<file path="src/rtl/mem_port_arbiter.sv">
// Arbitrates one Avalon master between i-cache refill (m0) and data port (m1); whole transactions.
// Latency: command on s_* one cycle after grant; read beats forwarded combinationally to the owner.
// Backpressure: s_waitrequest stalls CMD with s_* held; m*_waitrequest low only on acceptance. ARB_FIXED_PRIORITY_EN selects fixed m0 priority.
module mem_port_arbiter #(
    parameter int DATA_W  = 128,
    parameter int BURST_W = 3
) (
    input  logic               clk,
    input  logic               reset,
    input  logic [31:0]        m0_address,
    input  logic               m0_read,
    input  logic [BURST_W-1:0] m0_burstcount,
    output logic               m0_waitrequest,
    output logic [DATA_W-1:0]  m0_readdata,
    output logic               m0_readdatavalid,
    input  logic [31:0]        m1_address,
    input  logic               m1_read,
    input  logic               m1_write,
    input  logic [DATA_W-1:0]  m1_writedata,
    input  logic [BURST_W-1:0] m1_burstcount,
    output logic               m1_waitrequest,
    output logic [DATA_W-1:0]  m1_readdata,
    output logic               m1_readdatavalid,
    output logic [31:0]        s_address,
    output logic               s_read,
    output logic               s_write,
    output logic [DATA_W-1:0]  s_writedata,
    output logic [BURST_W-1:0] s_burstcount,
    input  logic               s_waitrequest,
    input  logic [DATA_W-1:0]  s_readdata,
    input  logic               s_readdatavalid
);

    typedef enum logic [1:0] {IDLE, CMD, DATA} state_t;

    state_t             state;
    state_t             state_nxt;
    logic               owner;          // 0: m0 owns the transaction, 1: m1
    logic [BURST_W-1:0] beat_cnt;
    logic               req0;
    logic               req1;
    logic               grant1;
    logic               grant_wr;
    logic [BURST_W-1:0] burst_sel;
    logic [BURST_W-1:0] burst_norm;
    logic               cmd_accept;
    logic               last_beat;

    assign req0 = m0_read;
    assign req1 = m1_read | m1_write;

`ifdef ARB_FIXED_PRIORITY_EN
    assign grant1 = req1 & ~req0;
`else
    logic last_grant;

    // On contention the port that did not win last time takes the grant.
    assign grant1 = req1 & (~req0 | ~last_grant);
`endif

    // A simultaneous m1 read stays pending behind the write.
    assign grant_wr   = grant1 & m1_write;
    assign burst_sel  = grant1 ? m1_burstcount : m0_burstcount;
    assign burst_norm = (grant_wr || burst_sel == '0) ? BURST_W'(1) : burst_sel;

    assign cmd_accept = (state == CMD) & ~s_waitrequest;
    assign last_beat  = s_readdatavalid & (beat_cnt == BURST_W'(1));

    always_ff @(posedge clk) begin
        if (reset) begin
            state <= IDLE;
        end else begin
            state <= state_nxt;
        end
    end

    always_comb begin
        state_nxt = state;
        case (state)
            IDLE: begin
                if (req0 | req1) begin
                    state_nxt = CMD;
                end
            end
            CMD: begin
                if (!s_waitrequest) begin
                    state_nxt = s_write ? IDLE : DATA;
                end
            end
            DATA: begin
                if (last_beat) begin
                    state_nxt = IDLE;
                end
            end
            default: state_nxt = IDLE;
        endcase
    end

    always_ff @(posedge clk) begin
        if (reset) begin
            s_address    <= '0;
            s_writedata  <= '0;
            s_burstcount <= '0;
            s_read       <= 1'b0;
            s_write      <= 1'b0;
            owner        <= 1'b0;
            beat_cnt     <= '0;
`ifndef ARB_FIXED_PRIORITY_EN
            last_grant   <= 1'b1;
`endif
        end else begin
            case (state)
                IDLE: begin
                    if (req0 | req1) begin
                        s_address    <= grant1 ? m1_address : m0_address;
                        s_burstcount <= burst_norm;
                        s_read       <= ~grant_wr;
                        s_write      <= grant_wr;
                        owner        <= grant1;
`ifndef ARB_FIXED_PRIORITY_EN
                        last_grant   <= grant1;
`endif
                        if (grant_wr) begin
                            s_writedata <= m1_writedata;
                        end
                    end
                end
                CMD: begin
                    if (!s_waitrequest) begin
                        s_read   <= 1'b0;
                        s_write  <= 1'b0;
                        beat_cnt <= s_burstcount;
                    end
                end
                DATA: begin
                    if (s_readdatavalid) begin
                        beat_cnt <= beat_cnt - BURST_W'(1);
                    end
                end
                default: ;
            endcase
        end
    end

    // Beats outside DATA are stray and go nowhere.
    assign m0_waitrequest   = ~(cmd_accept & ~owner);
    assign m1_waitrequest   = ~(cmd_accept & owner);
    assign m0_readdatavalid = (state == DATA) & s_readdatavalid & ~owner;
    assign m1_readdatavalid = (state == DATA) & s_readdatavalid & owner;
    assign m0_readdata      = s_readdata;
    assign m1_readdata      = s_readdata;

endmodule
</file>
<file path="config.mk">
export PLATFORM = sky130hd
export DESIGN_NAME = mem_port_arbiter
export DESIGN_NICKNAME = d
export VERILOG_FILES = /design/src/rtl/mem_port_arbiter.sv
export SDC_FILE = /design/constraint.sdc
export NUM_CORES = 1
export LEC_CHECK = 0
export CORE_AREA = 2 2 291 293
export CTS_BUF_LIST = sky130_fd_sc_hd__clkbuf_2
export DETAILED_ROUTE_END_ITERATION = 16
export DIE_AREA = 0 0 293 295
export PLACE_DENSITY_LB_ADDON = 0.15
export SLEW_MARGIN = 20
export SYNTH_ARGS = -nofsm -noshare
export SYNTH_HDL_FRONTEND = slang
export SYNTH_SLANG_ARGS = --single-unit
</file>
<file path="constraint.sdc">
create_clock -name clk -period 2.55 [get_ports clk]
set_input_delay 0.255 -clock clk [delete_from_list [all_inputs] [get_ports clk]]
set_output_delay 0.255 -clock clk [all_outputs]
set_load 0.03 [all_outputs]
</file>
=== Word-level counts from Yosys, hierarchy flattened ===
Index checks and enable logic that the tools add are counted.

* Output and inout bits: 425
* Latch bits: 0
* ROM bits: 0
* Memories: 0
* RAM bits: 0
* Bits in registers: 172

* Shifts and indexed selects: 0
* Bitwise gates (word level): 19
* Mux-type cells: 16
* $lt $le $gt $ge: 0
* Multipliers: 0
* Reductions and logical operators: 10
* Add/sub/neg operators: 1
* Div/mod/pow operators: 0
* Equality and inequality tests: 7

{| class="wikitable"
|+ Operators with widths
! operator !! count
|-
| $mux W32 || 1
|-
| $mux W3 || 4
|-
| $reduce_and A3 Y1 || 4
|-
| $and A1 B1 Y1 || 9
|-
| $mux W2 || 4
|-
| $ne A2 B2 Y1 const B || 4
|-
| $not A1 Y1 || 7
|-
| $pmux W2 S3 || 1
|-
| $pmux W3 S2 || 1
|-
| $pmux W1 S2 || 2
|-
| $reduce_bool A2 Y1 || 2
|-
| $eq A3 B1 Y1 const B || 1
|-
| $logic_not A3 Y1 || 1
|-
| $mux W1 || 3
|-
| $or A1 B1 Y1 || 3
|-
| $sub A3 B1 Y3 const B || 1
|-
| $eq A2 B1 Y1 const B || 1
|-
| $eq A2 B2 Y1 const B || 1
|-
| $logic_not A2 Y1 || 1
|-
| $reduce_and A2 Y1 || 1
|-
| $logic_or A1 B1 Y1 || 1
|}

=== Logic depth before layout (Yosys ltp) ===
* Depth after elaboration: 7
* Mapped depth: 6
* Gate-level depth less buffers: 6

=== Least setup slack after synthesis ===
OpenSTA, ideal clock, no wires.

* Kind: register to register
* Start: register last_grant
* End: register s_burstcount[0]
* Buffers on the path: 1
* Required time: 2,477 ps
* Cell stages (with the launch flop): 6
* Setup slack: 1,206 ps
* Clock period less this slack: 1,344 ps
* Arrival time: 1,271 ps
* Path through: dfxtp_1 o2bb2ai_1 buf_6 mux2_4 o211a_1 nor3_2

* Cells in the longest elaborated chain, start to end: 7
* Elaborated cells on any way between the ends: 8
* Those cells by class: mux: 2; bitwise: 4; reduce/logical: 2

{| class="wikitable"
|+ Ends and longest elaborated chain
! item !! RTL line !! RTL
|-
| start: declaration || 55 || <nowiki>logic last_grant;</nowiki>
|-
| start signal: assignment || 121 || <nowiki>last_grant <= grant1;</nowiki>
|-
| $not A1 Y1 (*) || 58 || <nowiki>assign grant1 = req1 & (~req0 | ~last_grant);</nowiki>
|-
| $or A1 B1 Y1 (*) || 58 ||
|-
| $and A1 B1 Y1 (*) || 58 ||
|-
| $mux W3 || 63 || <nowiki>assign burst_sel = grant1 ? m1_burstcount : m0_burstcount;</nowiki>
|-
| $logic_not A3 Y1 || 64 || <nowiki>assign burst_norm = (grant_wr || burst_sel == '0) ? BURST_W'(1) : burst_sel;</nowiki>
|-
| $logic_or A1 B1 Y1 || 64 ||
|-
| $mux W3 (*) || 64 ||
|-
| end signal: assignment || 116 || <nowiki>s_burstcount <= burst_norm;</nowiki>
|-
| end: declaration || 28 || <nowiki>output logic [BURST_W-1:0] s_burstcount,</nowiki>
|}

Mark *: on every way between the ends. The rest lies on a longest branch, timed or not.
A chain may end at the register's enable or synchronous reset.

=== Worst setup path in the final report ===
* Start: input m1_write
* End: register s_burstcount[0]

* Cells in the longest elaborated chain, start to end: 6
* Elaborated cells on any way between the ends: 9
* Those cells by class: mux: 2; bitwise: 4; reduce/logical: 3

{| class="wikitable"
|+ Ends and longest elaborated chain
! item !! RTL line !! RTL
|-
| start: declaration || 18 || <nowiki>input logic m1_write,</nowiki>
|-
| $or A1 B1 Y1 || 50 || <nowiki>assign req1 = m1_read | m1_write;</nowiki>
|-
| $and A1 B1 Y1 || 58 ||
|-
| $mux W3 || 63 ||
|-
| $logic_not A3 Y1 || 64 ||
|-
| $logic_or A1 B1 Y1 || 64 ||
|-
| $mux W3 || 64 ||
|}

Parallel ways exist; a longest one is shown, timed or not.

==> summary.md <==
| Metric | Value |
|---|---|
| Outcome | `completed` |
| Remaining Overflow, GRT | `0` |
| Number of max-cap violations | `0` |
| Htree depth | `4` |
| 1st-pass router iterations | `4` |
| Hpwl dp | `24.3 mm` |
| Layout cells sized above 1 | `6.09%` |
| Clk buf depth | `2` |
| Number of flops mapped to enable cells by yosys | `0` |
| Crit-path max FO | `6` |
| Worst min-delay path class | `in2reg` |
| Highest Clock Rate | `0.403 GHz` |
| Critical Path Start Type | `input pin` |
| Placer Congestion | `0.667` |
| Max Slew Vio Count | `0` |
| CTS tree | `yes` |
| Distinct cell type count after synthesis | `39` |
| Design area | `15500 um2` |
| Internal power | `4.61 mW` |
| CP Data Arrival Time | `3520 ps` |
| Switch share | `35.1%` |
| Post-synthesis cell count | `1028` |
| Port bufs | `373` |
| Design Power | `7.11 mW` |
| Filler cells | `9343` |
| Final Hold Vio Count | `0` |
| Syn nets | `1363` |
| Fraction of synthesized cell area taken by the top area cell type | `41.1%` |
| Top cells by count, synth | `buf_4 (269), nand2_1 (264), dfxtp_1 (172), a21oi_1 (137), nor2_1 (38)` |
| DRT Wirelength | `35.0 mm` |
| Num CTS Buffers | `17` |
| Flop pwr share | `42.7%` |
| Crit Path Category | `in2reg` |
| GRT Total Usage | `8.04%` |
| Area Growth Syn to Fin | `84.7%` |
| Effective utilization at floorplan | `10.1%` |
| Critical path endpoint category | `flip-flop` |
| Layout Nets | `1849` |
| Core area | `83200 um2` |
| Power Density | `460 nW/um2` |
| Drt initial violations | `187` |
| Worst vdd ir | `239 uV` |
| First-pass GRT wire length | `51.5 mm` |
| RSZ-0062 raised after global routing | `yes` |
| Antenna violations before repair | `2` |
| Die span in y | `295 um` |
| Synth area leaders | `dfxtp_1 (41%), buf_4 (24%), nand2_1 (12%)` |
| Total net switching power | `2.50 mW` |
| Worst skew pair latency | `1070 ps` |
| Chip width | `293 um` |
| Static leakage | `6.24 nW` |
| Period utilization | `97.3%` |
| Clock Power Share | `23.0%` |
| Post-Syn Area | `8370 um2` |
| Footprint of the multi-input gates | `2740 um2` |
| Top FF cell, synth | `dfxtp_1` |
| Pre-CTS WS | `480 ps` |
| Total Die Area | `86400 um2` |
| Register area | `3450 um2` |
| Minimum clock period | `2480 ps` |
| Register area share after synthesis | `41.1%` |
| Largest area contributor in the netlist | `dfxtp_1` |
| Placed inst area | `11500 um2` |
| Syn_area_per_cell | `8.14 um2` |
| Vias in the first global route | `8620` |
| Top-count cell post-synth | `buf_4` |
| Worst Tran Pin Value | `844 ps` |
| Register bit total from synthesis | `172` |
| Async set-reset flop share out of synthesis | `0%` |
| Routed via count | `8293` |
| Skew final | `66.6 ps` |
| Post-DR vias/cell | `3.18` |
| Count of final setup violators | `0` |
| Clock sinks | `172` |
| Synthesis Warnings | `0` |
| Combinational share of power | `34.3%` |
| Drc violations | `0` |
| Post-DR wirelength/cell | `13.4 um` |
| I/O pins | `758` |
| Final WS setup | `69.7 ps` |
| Pin count of the biggest net entering global routing | `82` |
| Worst Path Required | `3590 ps` |
| DRT antenna net count | `0` |
| Root Buffer | `clkbuf_2` |
| Clk pin slew, worst setup/hold paths | `310 ps` |
| FP Rows | `106` |
| Slew headroom | `43.7%` |
per-stage QoR:
step,hold slack (ps),instances,TNS [ps],utilization [%]
finish,343,2610,0,18.6
global route,135,2610,-244,18.6
floorplan,391,1028,0,-
CTS,1.01,2603,-690,18.5
detailed placement,446,2189,0,13.8
global placement,442,2189,0,13.8
cell type report:
| class | instances | share of cell area [%] |
|---|---|---|
| diodes | 4 | 0.0648 |
| clock buffers | 17 | 0.550 |
| clock inverters | 14 | 0.931 |
| inverters | 2 | 0.0486 |
| multi-input cells | 540 | 17.7 |
| flip-flops and latches | 172 | 22.3 |
| well taps | 1080 | 8.74 |
| repair buffers | 781 | 49.6 |
worst paths after layout:
path | endpoint | from | cells after the start | slack, ps
worst min register to register | s_writedata[127]$_SDFFE_PP0P_ | s_writedata[127]$_SDFFE_PP0P_ | 2 | 470
worst max register to register | s_burstcount[0]$_SDFFE_PP0P_ | last_grant$_SDFFE_PP1P_ | 6 | 100
worst max-delay path | s_burstcount[0]$_SDFFE_PP0P_ | m1_write | 8 | 70
worst min-delay path | s_writedata[114]$_SDFFE_PP0P_ | m1_writedata[114] | 4 | 340
registers in the layout, indices dropped and copies added (netlist names):
name	count
state	2
s_writedata	128
s_write	1
s_read	1
owner	1
s_burstcount	3
beat_cnt	3
last_grant	1
s_address	32
power by group through the flow:
stage          clock network (mW)  logic (mW)  registers, mW
2_1_floorplan                   0        1.36           3.50
3_3_place_gp                    0        2.05           3.09
3_5_place_dp                    0        2.04           3.10
4_1_cts                      1.88        2.48           3.05
5_1_grt                      1.92        2.64           3.08
6_report                     1.63        2.44           3.04
per-layer routing:
metal | part of all wire, % | up-vias | track usage, %
met5 | 0 | - | 0.554
li1 | - | 4049 | -
met4 | 5.1 | 0 | 5.23
met3 | 11 | 111 | 4.71
met1 | 39 | 3712 | 8.36
met2 | 44 | 421 | 12.3
cell usage in the layout, fill, tap and decap left out, drive strengths merged, types with 4 or more instances in the layout:
master and n:
clkinv 6, dlygate4sd2 149, nand2 265, inv 6, a211oi 32, dlygate4sd3 378, diode 4, clkbuf 17
mux2i 33, clkdlybuf4s15 15, buf 35, clkdlybuf4s50 203, a21oi 137, dfxtp 172, nor2 39
worst max-delay path: stages:
cell,delay (ps)
dlygate4sd3_1,540
clkdlybuf4s50_1,600
o2bb2ai_4,310
mux2_4,320
dlygate4sd3_1,580
o211a_1,220
dlygate4sd3_1,560
nor3_2,130
logic make-up after synthesis:
| group | synth area share, % |
|---|---|
| buffers and inverters | 26.9 |
| multiplexers | 4.44 |
| AND/OR/NAND/NOR | 14.9 |
| flip-flops | 41.1 |
| AO/OA/AOI/OAI | 12.3 |
| adder cells (fa/ha/maj) | 0.299 |
repair_timing:
item / 4_1_cts / 5_1_grt
endpoints found under the setup margin: 169 / 13
hold buffers: 380 / 0
buffers inserted: 3 / 4
endpoints found under the hold margin: 172 / 0
resized for setup: 228 / 3
pin swaps: 1 / 0
Power figures use the tool's default switching activity.
